--- src/rtl/uart_bus_pkg.sv ---
// Shared constants and FSM state type for the UART register-bus sequencer.
package uart_bus_pkg;

  localparam logic [3:0] UART_ADDR_TX_DATA = 4'h0;
  localparam logic [3:0] UART_ADDR_RX_DATA = 4'h1;
  localparam logic [3:0] UART_ADDR_STATUS  = 4'h2;

  localparam int UART_BIT_TX_FULL  = 0;
  localparam int UART_BIT_RX_EMPTY = 1;

  localparam int TMR_W = 8;

  typedef enum logic [2:0] {
    IDLE   = 3'd0,
    STAT   = 3'd1,
    DECIDE = 3'd2,
    TX_WR  = 3'd3,
    RX_RD  = 3'd4,
    GAP    = 3'd5
  } bus_state_e;

  function automatic logic is_access(bus_state_e s);
    return (s == STAT) || (s == TX_WR) || (s == RX_RD);
  endfunction

endpackage

--- src/rtl/uart_bus_strobe_timer.sv ---
// Loadable down-counter: nonzero count marks a strobe (or gap) cycle, count==1
// is the last one, count==0 is the recovery/idle point.
module uart_bus_strobe_timer
  import uart_bus_pkg::*;
#(
  parameter int W = TMR_W
) (
  input  logic         clk,
  input  logic         rst,
  input  logic         load_i,
  input  logic [W-1:0] load_val_i,
  output logic         last_o,
  output logic         done_o,
  output logic         nxt_active_o
);

  logic [W-1:0] cnt_q, cnt_d;

  always_comb begin
    cnt_d = cnt_q;
    if (load_i)              cnt_d = load_val_i;
    else if (cnt_q != '0)    cnt_d = cnt_q - 1'b1;
  end

  always_ff @(posedge clk or posedge rst) begin
    if (rst) cnt_q <= '0;
    else     cnt_q <= cnt_d;
  end

  assign last_o       = (cnt_q == W'(1));
  assign done_o       = (cnt_q == '0);
  // Lets the owner register its strobes from next-cycle timer state.
  assign nxt_active_o = (cnt_d != '0);

endmodule

--- src/rtl/uart_bus_sequencer.sv ---
// Bus master for the UART core register bus: polls status, pushes queued TX
// bytes into the TX FIFO and pulls RX bytes into a valid/ready stream.
module uart_bus_sequencer
  import uart_bus_pkg::*;
#(
  parameter logic [3:0] ADDR_TX_DATA  = UART_ADDR_TX_DATA,
  parameter logic [3:0] ADDR_RX_DATA  = UART_ADDR_RX_DATA,
  parameter logic [3:0] ADDR_STATUS   = UART_ADDR_STATUS,
  parameter int         BIT_TX_FULL   = UART_BIT_TX_FULL,
  parameter int         BIT_RX_EMPTY  = UART_BIT_RX_EMPTY,
  parameter int         STROBE_CYCLES = 2,
  parameter int         POLL_GAP      = 4
) (
  input  logic       clk,
  input  logic       rst,
  input  logic [7:0] tx_data_i,
  input  logic       tx_valid_i,
  output logic       tx_ready_o,
  output logic [7:0] rx_data_o,
  output logic       rx_valid_o,
  input  logic       rx_ready_i,
  output logic [3:0] AddrBus_o,
  output logic       n_ChipSelect_o,
  output logic       n_rd_o,
  output logic       n_we_o,
  output logic [7:0] DataBus_o,
  input  logic [7:0] DataBus_i,
  output logic       busy_o
);

  bus_state_e state_q, state_d;

  logic             hold_full_q, hold_full_d;
  logic [7:0]       hold_data_q, hold_data_d;
  logic             tx_full_q, tx_full_d;
  logic             rx_empty_q, rx_empty_d;
  logic [7:0]       rx_data_q, rx_data_d;
  logic             rx_valid_q, rx_valid_d;
  logic [3:0]       addr_q, addr_d;
  logic [7:0]       data_q, data_d;
  logic             ncs_q, ncs_d;
  logic             nrd_q, nrd_d;
  logic             nwe_q, nwe_d;
  logic             busy_q, busy_d;

  logic             tmr_load;
  logic [TMR_W-1:0] tmr_val;
  logic             tmr_last, tmr_done, tmr_nxt;
  logic             strobe_nxt;

  uart_bus_strobe_timer #(.W(TMR_W)) u_tmr (
    .clk          (clk),
    .rst          (rst),
    .load_i       (tmr_load),
    .load_val_i   (tmr_val),
    .last_o       (tmr_last),
    .done_o       (tmr_done),
    .nxt_active_o (tmr_nxt)
  );

  // Next state and timer load.
  always_comb begin
    state_d  = state_q;
    tmr_load = 1'b0;
    tmr_val  = TMR_W'(STROBE_CYCLES);
    case (state_q)
      IDLE:   if (hold_full_q || !rx_valid_q) state_d = STAT;
      STAT:   if (tmr_last) state_d = DECIDE;
      DECIDE: begin
        // RX first so the core's RX FIFO drains before it can overflow.
        if (!rx_empty_q && !rx_valid_q)      state_d = RX_RD;
        else if (hold_full_q && !tx_full_q)  state_d = TX_WR;
        else if (POLL_GAP > 0)               state_d = GAP;
        else                                 state_d = IDLE;
      end
      TX_WR, RX_RD: if (tmr_done) state_d = IDLE;
      GAP:    if (tmr_last) state_d = IDLE;
      default: state_d = IDLE;
    endcase
    if (state_d != state_q && state_d != IDLE && state_d != DECIDE) begin
      tmr_load = 1'b1;
      if (state_d == GAP) tmr_val = TMR_W'(POLL_GAP);
    end
  end

  // Holding register, status capture and RX stream.
  always_comb begin
    hold_full_d = hold_full_q;
    hold_data_d = hold_data_q;
    tx_full_d   = tx_full_q;
    rx_empty_d  = rx_empty_q;
    rx_valid_d  = rx_valid_q;
    rx_data_d   = rx_data_q;
    if (tx_valid_i && !hold_full_q) begin
      hold_full_d = 1'b1;
      hold_data_d = tx_data_i;
    end else if (state_q == TX_WR && tmr_last) begin
      hold_full_d = 1'b0;
    end
    if (state_q == STAT && tmr_last) begin
      tx_full_d  = DataBus_i[BIT_TX_FULL];
      rx_empty_d = DataBus_i[BIT_RX_EMPTY];
    end
    if (rx_valid_q && rx_ready_i) rx_valid_d = 1'b0;
    if (state_q == RX_RD && tmr_last) begin
      rx_valid_d = 1'b1;
      rx_data_d  = DataBus_i;
    end
  end

  // Bus pins are registered from next-cycle state.
  always_comb begin
    addr_d = addr_q;
    case (state_d)
      STAT:    addr_d = ADDR_STATUS;
      TX_WR:   addr_d = ADDR_TX_DATA;
      RX_RD:   addr_d = ADDR_RX_DATA;
      default: ;
    endcase
    strobe_nxt = is_access(state_d) && tmr_nxt;
    ncs_d  = !strobe_nxt;
    nrd_d  = !(strobe_nxt && state_d != TX_WR);
    nwe_d  = !(strobe_nxt && state_d == TX_WR);
    data_d = (state_d == TX_WR) ? hold_data_q : 8'h00;
    busy_d = !(state_d == IDLE || state_d == GAP);
  end

  always_ff @(posedge clk or posedge rst) begin
    if (rst) begin
      state_q     <= IDLE;
      hold_full_q <= 1'b0;
      hold_data_q <= 8'h00;
      tx_full_q   <= 1'b0;
      rx_empty_q  <= 1'b1;
      rx_valid_q  <= 1'b0;
      rx_data_q   <= 8'h00;
      addr_q      <= 4'h0;
      data_q      <= 8'h00;
      ncs_q       <= 1'b1;
      nrd_q       <= 1'b1;
      nwe_q       <= 1'b1;
      busy_q      <= 1'b0;
    end else begin
      state_q     <= state_d;
      hold_full_q <= hold_full_d;
      hold_data_q <= hold_data_d;
      tx_full_q   <= tx_full_d;
      rx_empty_q  <= rx_empty_d;
      rx_valid_q  <= rx_valid_d;
      rx_data_q   <= rx_data_d;
      addr_q      <= addr_d;
      data_q      <= data_d;
      ncs_q       <= ncs_d;
      nrd_q       <= nrd_d;
      nwe_q       <= nwe_d;
      busy_q      <= busy_d;
    end
  end

  assign tx_ready_o     = !hold_full_q;
  assign rx_data_o      = rx_data_q;
  assign rx_valid_o     = rx_valid_q;
  assign AddrBus_o      = addr_q;
  assign n_ChipSelect_o = ncs_q;
  assign n_rd_o         = nrd_q;
  assign n_we_o         = nwe_q;
  assign DataBus_o      = data_q;
  assign busy_o         = busy_q;

endmodule
--- config.mk ---
export PLATFORM = sky130hd
export DESIGN_NAME = uart_bus_sequencer
export DESIGN_NICKNAME = d
export VERILOG_FILES = /design/src/rtl/uart_bus_pkg.sv /design/src/rtl/uart_bus_strobe_timer.sv /design/src/rtl/uart_bus_sequencer.sv
export SDC_FILE = /design/constraint.sdc
export NUM_CORES = 1
export LEC_CHECK = 0
export CAP_MARGIN = 10
export CORE_ASPECT_RATIO = 0.9
export CORE_MARGIN = 2
export CORE_UTILIZATION = 45
export DETAILED_ROUTE_END_ITERATION = 8
export PLACE_DENSITY_LB_ADDON = 0.1
export SYNTH_ARGS = -nofsm -noshare
export SYNTH_HDL_FRONTEND = slang
export SYNTH_SLANG_ARGS = --single-unit
--- constraint.sdc ---
create_clock -name clk -period 5.08 [get_ports clk]
set_clock_uncertainty 0.1 [all_clocks]
set_input_delay 1.27 -clock clk [delete_from_list [all_inputs] [get_ports clk]]
set_output_delay 1.27 -clock clk [all_outputs]
set_load 0.01 [all_outputs]
* After elaboration in Yosys (flattened, before gate mapping)
Cells that the tools add are included.
** Word-level totals
- Logic and storage cells :: 80
- Memory bits (writable) :: 0
- Register bits after elaboration :: 47
- ROM bits :: 0
- Bits in latches :: 0
- Memories kept :: 0
** Cells by class
- Reduce and logical (&&, ||, !) cells :: 34
- Shift operators :: 0
- Divide/modulo/power cells :: 0
- $add $sub $neg :: 1
- Magnitude comparators :: 0
- Bitwise operators :: 0
- Equal/unequal tests :: 13
- $mul :: 0
- Multiplexer cells :: 18
** Operators with widths (number)
- 3-bit 2-to-1 mux :: 8
- 8-bit 2-to-1 mux :: 3
- 8-bit nonzero test :: 2
- 3-bit one-hot mux with 5 select lines :: 1
- 3-bit equality test (second input constant) :: 4
- 1-bit logical AND :: 12
- 4-bit one-hot mux with 3 select lines :: 1
- 3-bit by 2-bit equality test with 1-bit output (second input constant) :: 3
- 8-bit by 1-bit equality test with 1-bit output (second input constant) :: 1
- 1-bit zero test :: 8
- 8-bit zero test :: 1
- 8-bit by 1-bit subtractor with 8-bit output (second input constant) :: 1
- 3-bit by 1-bit equality test with 1-bit output (second input constant) :: 2
- 3-bit zero test :: 2
- 3-bit by 2-bit inequality test with 1-bit output (second input constant) :: 2
- 3-bit nonzero test :: 2
- 1-bit 2-to-1 mux :: 5
- 1-bit logical OR :: 4
- 2-bit nonzero test :: 2
- 3-bit inequality test :: 1
- 2-bit OR reduction :: 1

* Depth between registers and ports, before layout
- Depth after elaboration :: 14
- Depth in mapped cells :: 8
- Mapped depth without buffers :: 7

* Modules after synthesis
From an unflattened synthesis, not the netlist that was laid out.
** Second synthesis, totals
- Cell total of the unflattened synthesis :: 194
- Area total of the unflattened synthesis :: 2224.6 um2
** By module, submodules not included
- uart_bus_sequencer :: area an instance 1605.3 um2, times used 1, sequential area each 930.9 um2, cells an instance 122
- uart_bus_strobe_timer :: area an instance 619.3 um2, times used 1, sequential area each 200.2 um2, cells an instance 72

* Worst setup path after synthesis
No wires, ideal clock.
- Kind :: reg2reg
- Start point :: register u_tmr.cnt_q[3]
- End point :: register nrd_q (netlist: n_rd_o)
- Library setup time :: 0.089 ns
- Arrival :: 2.220 ns
- Slack :: 2.671 ns
- Buffers on the path :: 3
- Stages on the path, launching flop included :: 9
- Path through :: dfrtp_1 buf_6 or4_4 buf_6 or4b_1 buf_2 mux2_4 o2111ai_2 nand3b_1
** Between the ends
- Word-level cells in the longest chain between the ends :: 12
- Elaborated cells on any way between the ends :: 29
** Ends and longest elaborated chain
- start: declaration :: line uart_bus_strobe_timer.sv:17 : logic [W-1:0] cnt_q, cnt_d;
- start signal: assignment :: line uart_bus_strobe_timer.sv:27 : else cnt_q <= cnt_d;
- 8-bit by 1-bit equality test with 1-bit output / 8-bit zero test (equally long branches) :: line uart_bus_strobe_timer.sv:30, uart_bus_strobe_timer.sv:31
- 3-bit 2-to-1 mux, on equally long branches :: line uart_bus_sequencer.sv:77, uart_bus_sequencer.sv:68, uart_bus_sequencer.sv:76
- 3-bit one-hot mux with 5 select lines :: line uart_bus_sequencer.sv:66 : case (state_q)
- 3-bit inequality test / 3-bit nonzero test (equally long branches) :: line uart_bus_sequencer.sv:80 : if (state_d != state_q && state_d != IDLE && state_d != DECIDE) begin
- 1-bit logical AND (2 in a row) :: line uart_bus_sequencer.sv:80
- 3-bit 2-to-1 mux / 1-bit 2-to-1 mux (equally long branches) :: line uart_bus_sequencer.sv:80
- 8-bit 2-to-1 mux :: line uart_bus_strobe_timer.sv:21 : if (load_i) cnt_d = load_val_i;
- 8-bit nonzero test :: line uart_bus_strobe_timer.sv:33 : assign nxt_active_o = (cnt_d != '0);
- 1-bit logical AND :: line uart_bus_sequencer.sv:120 : strobe_nxt = is_access(state_d) && tmr_nxt;
- 1-bit logical AND * :: line uart_bus_sequencer.sv:122 : nrd_d = !(strobe_nxt && state_d != TX_WR);
- 1-bit zero test * :: line uart_bus_sequencer.sv:122
- via nrd_d :: line uart_bus_sequencer.sv:42 : logic nrd_q, nrd_d;
- end signal: assignment :: line uart_bus_sequencer.sv:154 : nrd_q <= nrd_d;
- end: declaration :: line uart_bus_sequencer.sv:42
The timed path passes the listed nets; every way through them passes the cells marked *.
A chain may end at the register's enable or synchronous reset.

* Final worst setup path
- Start point :: register hold_full_q
- End point :: output tx_ready_o
** Between the ends
- Word-level cells in the longest chain between the ends :: 1
** Ends and longest elaborated chain
- start: declaration :: line uart_bus_sequencer.sv:33 : logic hold_full_q, hold_full_d;
- start signal: assignment :: line uart_bus_sequencer.sv:145 : hold_full_q <= hold_full_d;
- 1-bit zero test :: line uart_bus_sequencer.sv:160 : assign tx_ready_o = !hold_full_q;
- end: declaration :: line uart_bus_sequencer.sv:18 : output logic tx_ready_o,
No other way between the ends.

==> results.md <==
* Longest Clk Path Bufs at 2
* Number of I/O pins at 46
* Max-cap violations at 0
* Max IR drop VDD at 0.217 mV
* Total power at 1.35 mW
* Comb power frac at 40.2%
* Vias in the first global route at 1470
* Dpl ws at 2.05 ns
* Final #Nets at 251
* CTS tree: yes
* Synth top area cells: dfrtp_1 48%, mux2_2 9.0%, dfstp_2 4.9%, and2_1 2.9%, nor2_1 2.8%
* RSZ-0062 raised after global routing: no
* Final Slew Violations at 0
* Crit path buffers/inverters at 2
* Wire per inst at 14.3 microns
* Most frequent cell after synthesis: dfrtp_1
* Post-CTS sizing at 0
* DP HPWL at 3.00 mm
* Worst Setup End Kind: output port
* Share of cells above drive strength 1 at 18.3%
* Fmax at 0.362 GHz
* Starting density of the core at 47.4%
* Root buf cell: clkbuf_8
* First-pass GRT wire length at 6.97 mm
* Inst Count DP at 283
* PortBufs at 43
* Synth Cell Area at 0.00213 sq mm
* Tightest Pin Transition at 0.774 ns
* DRC at 0
* Iteration-0 DRC Markers at 91
* Die Width at 76.5 microns
* Status: finished, final reports clean
* Cell taking the most area after synthesis: dfrtp_1
* Final setup vio count at 0
* EDFF count, synth at 0
* Final Hold Viols at 0
* H-tree depth at 2
* Max FO, Critical Path at 6
* Syn Inst Count at 188
* Post-CTS Setup Bufs at 0
* Final period util at 54.4%
* Data arrival, critical path at 1.39 ns
* Area grow syn2layout at 25.7%
* Avg Inst Size Synth at 11.3 sq um
* Sw Share at 36.9%
* Crit path max-delay family: buffers and inverters
* Row count at 23
* Slowest CP cell: clkdlybuf4s50_1
* Clock latency on the worst-skew pair at 0.30 ns
* Hold crit path type: register to register
* Total GRT Usage at 16.6%
* Crit path cell chain: inv_1 > clkdlybuf4s50_1
* Standard cell core area at 0.00449 sq mm
* Sink Count at 45
* Critical path startpoint category: register
* Crit Path Class: register to output port
* Final Core Density at 59.6%
* Rel. slew slack at 48.3%
* Async set-reset flop share out of synthesis at 100%
* Chip height at 69.3 microns
* Clock power frac at 16.8%
* Synth cell types at 47
* Crit path required time at 3.71 ns
* Reg clk slew, reported paths at 0.09 ns
* Share of the synthesized area in the top cell type at 48.2%
* Switching Power at 0.499 mW
* Ys flop type: dfrtp_1
* Most frequent cells after synthesis: 41 x dfrtp_1, 17 x mux2_2, 16 x nor2_1, 11 x inv_1, 11 x nand2_1
* Via/cell ratio at 5.12
* Seq cells post-synth at 45
* Hold WS at 0.373 ns
* CP max stage delay at 0.54 ns
* Finished Layout Cells at 291
* Initial antenna violation count at 0
* CTS buffer count at 5
* Final GP Congestion at 0.829
* Ant. Diodes at 0
* Drt pass-1 iters at 4
* DP Area at 0.00258 sq mm
* Internal power at 0.852 mW
* Final cell area excluding filler cells at 0.00268 sq mm
* Pwr Density at 505 mW/mm^2
* Grt total ovfl at 0
* Post-route ant nets at 0
* Die Area at 0.00530 sq mm
* Vias post-DR at 1489
* Routed wire length at 4.17 mm
* CTS Hold Bufs at 0
* Synth Warn # at 0
* Sequential power share at 43.0%
* Register area share after synthesis at 53.1%
* Setup WS post-layout at 2.32 ns
* Largest net degree at the start of global routing at 46
* Setup TNS at 0 ns
* Leakage at 1.17 nW
* Min Tclk post-route at 2.76 ns
==> cell type report <==
cell class	count	area (sq um)
fillers	394	1810
flip-flops and latches	45	1130
multi-input cells	119	885
repair buffers	45	445
well taps	62	77.6
clock buffers	5	68.8
inverters	12	45.0
clock inverters	3	25.0
==> final timing paths <==
check                           slack [ns]            to  cells past startpoint            from
worst max-delay path                  2.32    tx_ready_o                      2     hold_full_q
worst min-delay path                  0.37  DataBus_o[7]                      1  hold_data_q[7]
worst max register to register        2.58        n_rd_o                      5  u_tmr.cnt_q[3]
worst min register to register        0.37  DataBus_o[7]                      1  hold_data_q[7]
max in group asynchronous             3.18    rx_empty_q                      3             rst
min in group asynchronous             1.31  DataBus_o[0]                      3             rst
==> cell families after synthesis <==
| kind of cell | count (synthesis) | share of synthesized area, % |
|---|---|---|
| flops | 45 | 53.1 |
| mux | 19 | 10.2 |
| compound gates | 27 | 9.81 |
| xor+xnor | 8 | 3.29 |
| buf+inv | 25 | 5.52 |
| fa+ha+maj | 4 | 2.29 |
| other cells | 1 | 0.176 |
| simple gates | 59 | 15.6 |
==> power groups by stage <==
stage / clock [mW] / sequential (mW) / combinational (mW)
after floorplan: 0 / 0.542 / 0.435
after CTS: 0.235 / 0.580 / 0.544
after global placement: 0 / 0.581 / 0.516
after detailed placement: 0 / 0.587 / 0.541
final: 0.227 / 0.581 / 0.543
after global routing: 0.252 / 0.600 / 0.599
==> per-layer routing <==
metal / vias up / share of wire (%) / GRT usage (%)
met2: 57 / 50 / 27.7
met4: 0 / 0.79 / 4.04
met3: 5 / 6.6 / 5.47
li1: 716 / - / -
met5: - / 0 / 0
met1: 711 / 43 / 21.0
==> layout by cell type, fill, tap and decap left out, types with 3 or more instances in the layout <==
master,netlist,routed
a21oi_1,6,6
o21ai_0,5,5
and2_1,10,10
or4_4,3,3
xnor2_1,5,5
mux2_2,17,17
nor2_1,16,16
ha_1,3,3
nor3_1,3,3
nand2_1,11,11
clkbuf_8,0,5
inv_1,11,10
nand3b_1,3,3
xor2_1,3,3
dfstp_2,4,4
dfrtp_1,41,41
clkdlybuf4s50_1,0,43
==> sequential cells by signal, summed over array words and instances (netlist names) <==
register / flops
rx_data_o: 8
n_rd_o: 1
AddrBus_o: 2
n_we_o: 1
state_q: 3
hold_full_q: 1
rx_empty_q: 1
tx_full_q: 1
n_ChipSelect_o: 1
hold_data_q: 8
rx_valid_o: 1
DataBus_o: 8
u_tmr.cnt_q: 8
busy_o: 1
(Power assumes the default switching activity.)
==> variant: new RTL, same flow settings <==
The package constant `TMR_W` goes from 8 to 12.
--- a/src/rtl/uart_bus_pkg.sv
+++ b/src/rtl/uart_bus_pkg.sv
@@ -8,7 +8,7 @@
   localparam int UART_BIT_TX_FULL  = 0;
   localparam int UART_BIT_RX_EMPTY = 1;
 
-  localparam int TMR_W = 8;
+  localparam int TMR_W = 12;
 
   typedef enum logic [2:0] {
     IDLE   = 3'd0,
Formal check against the unedited RTL: no difference found for any inputs over 10 cycles, from zero or initial values and one cycle with rst high; that may be too few to reach the edited logic, so the function may still have changed.
==> variant against the original RTL <==
  * Global-route usage up 0.57 points
  * Die area increased by 9.0%
  * Final cell count grew 7.9%
  * Cell area up 8.6%
  * Sequential share of layout area rose by 0.098 points
  * Wire length grew 8.6%
  * Via count increased by 14%
  * Sequential cell count grew 4
  * Power fell by 7.1%
  * Area after synthesis up 9.5%
  * Fmax shrank 2.7%
  * Sequential power is essentially flat
  * Worst setup slack got worse by 76 ps
  * Highest routed layer unchanged
==> variant: results (changes against the original RTL) <==
| Metric | Value |
|---|---|
| Result of the run | finished, final reports clean |
| Worst path slowest cell | sky130_fd_sc_hd__nor4_2 |
| Worst max-slew margin expressed relative to the limit | 0.329 (-0.154) |
| Fraction of final layout cells sized beyond drive strength 1 | 0.173 (-0.0107) |
| Total internal power | 0.000810 W (-4.9%) |
| Wire length of the first global-routing pass | 7.80 mm (+12%) |
| Leakage power summed over all cells | 1.24 nW (+5.6%) |
| Count of fill cells added during filler insertion | 432 (+9.6%) |
| Unique cell type count in the Yosys netlist | 54 (+15%) |
| Dominant cells by area after synthesis | sky130_fd_sc_hd__dfrtp_1 (48%), sky130_fd_sc_hd__mux2_2 (8.7%), sky130_fd_sc_hd__dfstp_2 (4.5%) |
| Data arrival time of the worst path | 2910 ps (+1520 ps) |
| Routability-driven placement congestion ratio | 0.845 (+2.0%) |
| Worst VDD drop | 0.000278 V (+28%) |
| Complex-gate fraction of the synthesized area | 0.117 (+0.0188) |
| Commonest cells post-synth | sky130_fd_sc_hd__dfrtp_1 (45), sky130_fd_sc_hd__nor2_1 (21), sky130_fd_sc_hd__mux2_2 (18) |
| Total global-route track usage | 0.172 (+0.00573) |
| Peak per-stage delay on the critical path | 840 ps (+300 ps) |
| Startpoint of the worst setup timing path | u_tmr.cnt_q[4] |
| Adder-cell share of the synthesized area | 0.0161 (-0.00682) |
| Via count of the routed design | 1,701 (+14%) |
| Portion of the post-synthesis area used by sequential elements | 0.528 (-0.00324) |
| Pin count of the biggest net entering global routing | 50 (+8.7%) |
| Total wire length after detailed routing | 4.53 mm (+8.6%) |
| Longest Clk Path Bufs | 2 (unchanged) |
| Fraction of synthesized cell area in xor and xnor cells | 0.0338 (+0.000896) |
| DRC violation total after the first TritonRoute iteration | 81 (-11%) |
| Class of the tightest hold or removal check | register to register |
| Hold_sp | hold_data_q[6] |
| Multiplexer fraction of the synthesized cell area | 0.0912 (-0.0104) |
| Cell area after placement | 0.00281 mm2 (+8.6%) |
| Number of nets in the final layout | 271 (+8.0%) |
==> variant: cell types whose count changed after synthesis, sizes merged, moves of 4 or more <==
cell,unedited run,this run
and2,10,3
and3,0,9
dfrtp,41,45
inv,12,8
nand3,0,5
nor2,16,21
==> variant: metrics by stage <==
| stage | utilization | hold WS, ps | instances |
|---|---|---|---|
| 2_1_floorplan | - | 372 | 206 |
| 3_3_place_gp | 0.570 | 382 | 306 |
| 3_5_place_dp | 0.570 | 385 | 306 |
| 4_1_cts | 0.590 | 410 | 314 |
| 5_1_grt | 0.590 | 418 | 314 |
| 6_report | 0.590 | 403 | 314 |
==> variant: path summary, 6_finish.rpt <==
check / endpoint / slack [ps] / cells past startpoint
worst max register to register: u_tmr.cnt_q[2] / 2240 / 6
worst min register to register: hold_data_q[6] / 400 / 1
max in group asynchronous: u_tmr.cnt_q[7] / 2830 / 2
worst min-delay path: hold_data_q[6] / 400 / 1
worst max-delay path: u_tmr.cnt_q[2] / 2240 / 6
min in group asynchronous: hold_data_q[1] / 1430 / 2
==> variant: per-layer routing <==
metal / global-route usage / wire length [um]
met1: 0.250 / 2130
met2: 0.260 / 2110
met5: 0 / 0
met4: 0.0621 / 78
met3: 0.0323 / 200
==> variant: power groups by stage <==
stage	Sequential, W	Combinational [W]	Clock (W)
after floorplan	0.000571	0.000301	0
after global placement	0.000585	0.000425	0
after detailed placement	0.000586	0.000427	0
after CTS	0.000579	0.000433	0.000252
after global routing	0.000595	0.000481	0.000269
final	0.000579	0.000431	0.000245
==> variant: cell type report <==
| class | count | area share |
|---|---|---|
| sequential | 49 | 0.423 |
| multi-input combinational | 141 | 0.355 |
| timing repair buffer | 43 | 0.148 |
| clock buffer | 7 | 0.0331 |
| tap | 65 | 0.0280 |
| inverter | 8 | 0.0103 |
| clock inverter | 1 | 0.00172 |
